`config.mk`:
```
export PLATFORM = sky130hd
export DESIGN_NAME = golden_nonce_queue
export DESIGN_NICKNAME = d
export VERILOG_FILES = /design/src/rtl/golden_nonce_queue.sv
export SDC_FILE = /design/constraint.sdc
export NUM_CORES = 1
export LEC_CHECK = 0
export ABC_AREA = 1
export CAP_MARGIN = 40
export CORE_UTILIZATION = 60
export DETAILED_ROUTE_END_ITERATION = 10
export GPL_TIMING_DRIVEN = 0
export PLACE_DENSITY = 0.8
export SYNTH_ARGS = -nofsm -noshare
export SYNTH_HDL_FRONTEND = slang
export SYNTH_SLANG_ARGS = --single-unit
```
`constraint.sdc`:
```
create_clock -name clk -period 2.8 [get_ports clk]
set_clock_uncertainty 0.15 [all_clocks]
set_input_delay 0.56 -clock clk [delete_from_list [all_inputs] [get_ports clk]]
set_output_delay 0.56 -clock clk [all_outputs]
set_load 0.02 [all_outputs]
```
`src/rtl/golden_nonce_queue.sv`:
```
// Golden-nonce FIFO between the hashing control unit and the communication block.
// Applies a latency correction, drops consecutive duplicates and counts overflow drops.
module golden_nonce_queue #(
   parameter int unsigned DEPTH        = 8,
   parameter logic [31:0] NONCE_OFFSET = 32'd0
) (
   input  logic                       clk,
   input  logic                       reset_n,
   input  logic                       flush,
   input  logic                       in_valid,
   input  logic [31:0]                in_nonce,
   output logic                       out_valid,
   output logic [31:0]                out_nonce,
   input  logic                       out_ack,
   output logic [$clog2(DEPTH):0]     count,
   output logic [15:0]                overflow_count
);

   localparam int unsigned AW = $clog2(DEPTH);
   localparam int unsigned CW = AW + 1;

   logic [31:0]   mem [DEPTH];
   logic [AW-1:0] rd_ptr;
   logic [AW-1:0] wr_ptr;
   logic [CW-1:0] cnt;
   logic [31:0]   last_nonce;
   logic          last_vld;
   logic [15:0]   ovf;

   logic [31:0]   corrected;
   logic          dup;
   logic          full;
   logic          pop;
   logic          push;
   logic          drop;

   always_comb begin
      corrected = in_nonce - NONCE_OFFSET;
      dup       = in_valid && last_vld && (corrected == last_nonce);
      full      = (cnt == CW'(DEPTH));
      pop       = out_ack && (cnt != '0);
      // A pop in the same cycle frees the slot, so a full queue still accepts.
      push      = in_valid && !dup && (!full || pop);
      drop      = in_valid && !dup && full && !pop;
   end

   always_ff @(posedge clk or negedge reset_n) begin
      if (!reset_n) begin
         for (int unsigned i = 0; i < DEPTH; i++) mem[i] <= '0;
         rd_ptr     <= '0;
         wr_ptr     <= '0;
         cnt        <= '0;
         last_nonce <= '0;
         last_vld   <= 1'b0;
         ovf        <= '0;
      end else if (flush) begin
         rd_ptr   <= '0;
         wr_ptr   <= '0;
         cnt      <= '0;
         last_vld <= 1'b0;
      end else begin
         if (pop) rd_ptr <= rd_ptr + AW'(1);
         if (push) begin
            mem[wr_ptr] <= corrected;
            wr_ptr      <= wr_ptr + AW'(1);
            last_nonce  <= corrected;
            last_vld    <= 1'b1;
         end
         if (drop && (ovf != '1)) ovf <= ovf + 16'd1;
         case ({push, pop})
            2'b10:   cnt <= cnt + CW'(1);
            2'b01:   cnt <= cnt - CW'(1);
            default: cnt <= cnt;
         endcase
      end
   end

   assign out_valid      = (cnt != '0);
   assign out_nonce      = mem[rd_ptr];
   assign count          = cnt;
   assign overflow_count = ovf;

endmodule

```
Yosys cells after proc, flatten, opt, wreduce, memory -nomap -nowiden:

Cells that the tools add are included.

* input port bits: 37
* logic and storage cells: 63
* bits in registers: 315
* output and inout port bits: 53

* bitwise gates (word level): 3
* $add $sub $neg: 5
* order comparisons: 3
* eq/ne operators: 5
* muxes and demuxes: 14
* reductions and logical operators: 19

Operators with widths (number)
* bitwise mux 256 bit: 1
* binary-select mux 32 bit (select 3 bit): 1
* demux 32 bit (select 3 bit): 1
* 2-to-1 mux 32 bit: 3
* == test 32 bit: 1
* adder 16 x 1 -> 16 bit (second input constant): 1
* inequality test 16 bit (second input constant): 1
* 2-to-1 mux 3 bit: 4
* logical AND 1 bit: 9
* greater-or-equal comparator 4 bit (second input constant): 2
* inverter 3 -> 4 bit: 2
* one-hot mux 4 bit (2 select lines): 1
* adder 3 x 1 -> 3 bit (second input constant): 2
* adder 4 x 1 -> 4 bit (second input constant): 1
* == test 4 bit (second input constant): 1
* less-than comparator 4 x 1 -> 1 bit (second input constant): 1
* 2-to-1 mux 4 bit: 1
* AND reduction 2 bit: 2
* nonzero test 2 bit: 2
* nonzero test 4 bit: 1
* subtractor 4 x 1 -> 4 bit (second input constant): 1
* zero test 1 bit: 3
* nonzero test 3 bit: 1
* == test 2 x 1 -> 1 bit (second input constant): 1
* other kinds (4): 5

Depth between registers and ports, before layout:

* depth after elaboration: 8
* depth in mapped cells: 21
* mapped depth without buffers: 21

Least setup slack after synthesis:

OpenSTA, ideal clock, no wires.

* path type: input-to-reg
* start point: input in_nonce[31]
* end point: register cnt[3], in the netlist count[3]
* path buffers: 1
* required time: 2.532 ns
* data arrival time: 2.484 ns
* stages: 21
* setup time: 0.118 ns
* setup slack: 0.048 ns
* cell sequence: inv_1 buf_4 nor2_1 nor2_1 nand3_1 nor2_1 nand2_1 nor2_2 nand2_2 nand3_4 nand2_1 inv_1 ha_1 a21oi_1 nand2_1 xor2_1 inv_1 nand3_1 nand2_1 nand2_1 nand2_1

* word-level cells in the longest chain between the ends: 8
* elaborated cells on any way between the ends: 10
* classes of those cells: eq/ne: 3; mux: 2; reduce/logical: 5

RTL lines
* start, declared: line 11 `input logic [31:0] in_nonce,`
* == test 32 bit (*): line 39 `dup = in_valid && last_vld && (corrected == last_nonce);`
* logical AND 1 bit (*): line 39
* zero test 1 bit (*): line 43 `push = in_valid && !dup && (!full || pop);`
* logical AND 1 bit (*) (2 in a row): line 43
* == test 2 x 1 -> 1 bit / == test 2 bit (equally long branches): line 70 `case ({push, pop})`
* one-hot mux 4 bit (2 select lines): line 70
* 2-to-1 mux 4 bit: line 56 `end else if (flush) begin`
* end signal, assigned: line 71 `2'b10: cnt <= cnt + CW'(1);`
* end signal, assigned: line 72 `2'b01: cnt <= cnt - CW'(1);`
* end signal, assigned: line 73 `default: cnt <= cnt;`
* end, declared: line 25 `logic [CW-1:0] cnt;`

Every way passes the cells marked *; elsewhere a longest branch is shown, timed or not.
A chain may end at the register's enable or synchronous reset.

Worst setup path in the final report:

* start point: register rd_ptr[0]
* end point: output out_nonce[4]

* word-level cells in the longest chain between the ends: 4

RTL lines
* start, declared: line 23 `logic [AW-1:0] rd_ptr;`
* start signal, assigned: line 62 `if (pop) rd_ptr <= rd_ptr + AW'(1);`
* inverter 3 -> 4 bit (not written as such): line 79 `assign out_nonce = mem[rd_ptr];`
* binary-select mux 32 bit (select 3 bit): line 79
* 2-to-1 mux 32 bit (not written as such) (2 in a row): line 79
* end, declared: line 13 `output logic [31:0] out_nonce,`

Every way passes these cells. The select of a mux whose other input is x is not followed.

==> metrics.yaml <==
yosys:
  synth_cell_types: 31
  commonest_cells_post_synth: "sky130_fd_sc_hd__nand2_1 (424), sky130_fd_sc_hd__o21ai_0 (332), sky130_fd_sc_hd__dfrtp_1 (315)"
  yosysWarningCount: 0
  synth-seq-area-share_pct: 53.9
  postSynthNetCount: 1825
  yosys-top-cells-area: "sky130_fd_sc_hd__dfrtp_1 (54%), sky130_fd_sc_hd__o21ai_0 (11%), sky130_fd_sc_hd__nand2_1 (11%)"
  cell_area_synth_um2: 14600
  synth_enable_flop_cells: 0
  synthArstFlopShare_pct: 100
  synth_top_cell_by_area: "sky130_fd_sc_hd__dfrtp_1"
  synthDominantCellAreaShare_pct: 53.9
  synthesis.area_per_instance_um2: 8.20
  synth_top_flop_cell: "sky130_fd_sc_hd__dfrtp_1"
  ys_ff_latch: 315
  syn_inst: 1782
  post-synth-top-count-cell: "sky130_fd_sc_hd__nand2_1"
layout:
  area.growth.synth_to_final_pct: 28.2
  multi_input_comb_area_um2: 6540
  stdcell_count: 2289
  finalInstanceArea_um2: 18700
  num_antenna_cells: 0
  final-seq-area_um2: 7880
  nNetsFinal: 1990
  layout.filler_cells: 1509
  layout_cell_share_with_drive_strength_beyond_1_pct: 20.3
setup_path:
  slowest_delay_ns: 0.50
  rr_startpoint: "last_nonce[6]"
  worst-setup-path-type: "flop to output pin"
  r2r_slack_ns: 0.09
  worst-path-max-fanout: 6
  regToRegEndpoint: "count[3]"
  crit_path_frequent_cell: "sky130_fd_sc_hd__clkbuf_16"
  critical_path.slowest_cell: "sky130_fd_sc_hd__dfrtp_2"
  timing.critical_path.to_type: "output pin"
  crit_required_ns: 2.09
  timing.critical_path.arrival_ns: 2.30
  r2r_cell_count: 21
  cp_cell_sequence: "clkinv_4 -> clkbuf_16 -> clkbuf_16 -> o21ai_1 -> o22ai_1 -> nor2_1 -> a31oi_1 -> buf_4"
  crit_path_start: "rd_ptr[0]"
  crit_end: "out_nonce[4]"
  worst_setup_path_start_kind: "flop"
timing:
  finalWorstSetupSlack_ns: -0.215
  fin_tns_setup_ns: -3.13
  final_period_minus_worst_setup_slack_ns: 3.01
  max_slew_margin_pct: 52.5
  clock.fmax_mhz: 332
  final_hold_vios: 0
  timing_worst_slew_pin_value_ns: 0.713
  setup_repair_after_global_routing_missed_its_margin: "yes"
  setup-violations-final: 32
  post-route-period-util_pct: 108
  final-max-slew-violation-count: 0
  hold_ws_ns: 0.213
power:
  total_power_w: 0.0180
  leakage_nw: 8.79
  vdd_drop_max_uv: 587
  power_per_unit_of_standard_cell_area_nw_per_um2: 962
placed_design:
  numPlacedInstances: 2192
  placement.io_buffers: 88
  postPlaceCellArea_um2: 16000
  weighted_congestion_reported_at_the_end_of_routability_driven_placement: 0.884
  dp_hpwl_mm: 28.9
route:
  initialDrtViolationCount: 1719
  route.detailed.wl_per_inst_um: 21.6
  detail_route.drc_violations: 0
  routed-wl-met3_mm: 6.05
  route.top_layer_used: "met4"
  antenna_left: 0
  dr_pass1_iterations: 6
  route.met2.wl_mm: 22.8
  detailroute.via_count: 14332
  detail_route.wirelength_mm: 49.4
  drt-vias-per-instance: 6.26
  wl_met1_mm: 17.9
cts:
  clock_latency_ns: 0.52
  cts_sinks: 315
  htree_levels: 2
  tritoncts: "built"
  clk_pin_slew_ns: 0.06
  cts.path.max_buffers: 3
  root_buffer: "sky130_fd_sc_hd__clkbuf_16"
  cts_made_buffers: 34
outcome:
  result_of_the_run: "finished, violations left"
  violations: "negative setup slack"
global_route:
  total_routing_usage_gr_pct: 38.9
  via_count_of_the_first_global_routing_pass: 13505
  grt_start_max_net_pins: 92
  grt_pass1_wl_mm: 73.2
  antenna_found_initial: 0
  gr-total-overflow: 0
floorplan:
  rows: 56
  die-area_um2: 25000
  start_util_pct: 61.7
  die-height_um: 158
  core_area_um2: 23700
  floorplan.die.width_um: 158
  num_io_pins: 90
flow_run:
  cap_violations: 0
min_path:
  hp-class: "primary input to flop"
-- sequential cells by signal, summed over array words and instances, names as in the netlist --
name,count
mem,256
last_nonce,32
overflow_count,16
last_vld,1
wr_ptr,3
count,4
rd_ptr,3
-- final cells by class --
class                      instances  area share, %
inverter                          90           1.86
buffer                           107           5.78
multi-input combinational       1268           34.9
tap                              319           2.13
sequential                       315           42.1
clock buffer                      49           5.38
clock inverter                    10          0.708
timing repair buffer             131           7.16
-- cells by family (layout without fill, tap and decap cells) --
kind of cell | count (synthesis) | after routing | share of synthesized area (%)
XOR/XNOR | 22 | 22 | 1.32
AND/OR/NAND/NOR | 737 | 737 | 20.0
buffers and inverters | 199 | 387 | 6.40
adder cells (fa/ha/maj) | 6 | 6 | 0.565
AO/OA/AOI/OAI | 503 | 503 | 17.8
flip-flops | 315 | 315 | 53.9
-- cell usage in the layout (no fill, tap or decap), types with 17 or more instances in the layout --
cell type / netlist / routed
sky130_fd_sc_hd__buf_6: 19 / 27
sky130_fd_sc_hd__clkbuf_2: 0 / 19
sky130_fd_sc_hd__buf_2: 21 / 24
sky130_fd_sc_hd__nand2_1: 424 / 417
sky130_fd_sc_hd__o21ai_0: 332 / 277
sky130_fd_sc_hd__buf_4: 1 / 58
sky130_fd_sc_hd__clkdlybuf4s50_1: 0 / 40
sky130_fd_sc_hd__nand3_1: 17 / 17
sky130_fd_sc_hd__o21ai_2: 0 / 19
sky130_fd_sc_hd__a31oi_1: 32 / 28
sky130_fd_sc_hd__dfrtp_1: 315 / 314
sky130_fd_sc_hd__nor2_2: 1 / 28
sky130_fd_sc_hd__o22ai_2: 0 / 26
sky130_fd_sc_hd__inv_1: 65 / 62
sky130_fd_sc_hd__clkbuf_16: 0 / 47
sky130_fd_sc_hd__inv_2: 24 / 24
sky130_fd_sc_hd__nor2_1: 266 / 208
sky130_fd_sc_hd__nor2_4: 0 / 31
sky130_fd_sc_hd__o21ai_1: 102 / 129
-- layer usage --
metal / track usage (%) / up-vias
met3: 10.8 / 226
li1: - / 6186
met2: 61.1 / 1027
met5: 0 / -
met4: 20.3 / 0
met1: 49.3 / 6893
-- per-stage QoR --
stage	utilization [%]	worst slack, ns
final	79.1	-0.215
after detailed placement	67.5	-1.14
after global routing	79.1	-0.237
after CTS	75.9	-0.0798
after global placement	67.1	-12.49
after floorplan	-	0.0481
-- critical path: cells and delay by family, from the launching register on --
| family | cells | cell delay (ns) |
|---|---|---|
| flops | 1 | 0.50 |
| buf+inv | 4 | 0.74 |
| compound gates | 3 | 0.35 |
| simple gates | 1 | 0.17 |
-- worst min-delay path by stage --
stage / startpoint / to / cells past startpoint
2_1_floorplan: reset_n / count[0] / 0
3_3_place_gp: mem[40] / mem[40] / 2
3_5_place_dp: mem[86] / mem[86] / 2
4_1_cts: flush / last_vld / 2
5_1_grt: flush / rd_ptr[1] / 2
6_report: in_nonce[5] / last_nonce[5] / 3
-- what timing repair did --
item	4_1_cts	5_1_grt
buffers inserted	19	7
hold buffers	1	0
gates resized for setup	386	266
cloned	12	1
pin swaps	38	65
hold endpoints to repair	53	0
endpoints found under the setup margin	242	203
-- report_power, final --
part | internal (W) | switching (W) | total, W
logic | 0.00294 | 0.00402 | 0.00696
registers | 0.00564 | 0.000743 | 0.00638
clock network | 0.00278 | 0.00189 | 0.00467
(Power assumes the default switching activity.)
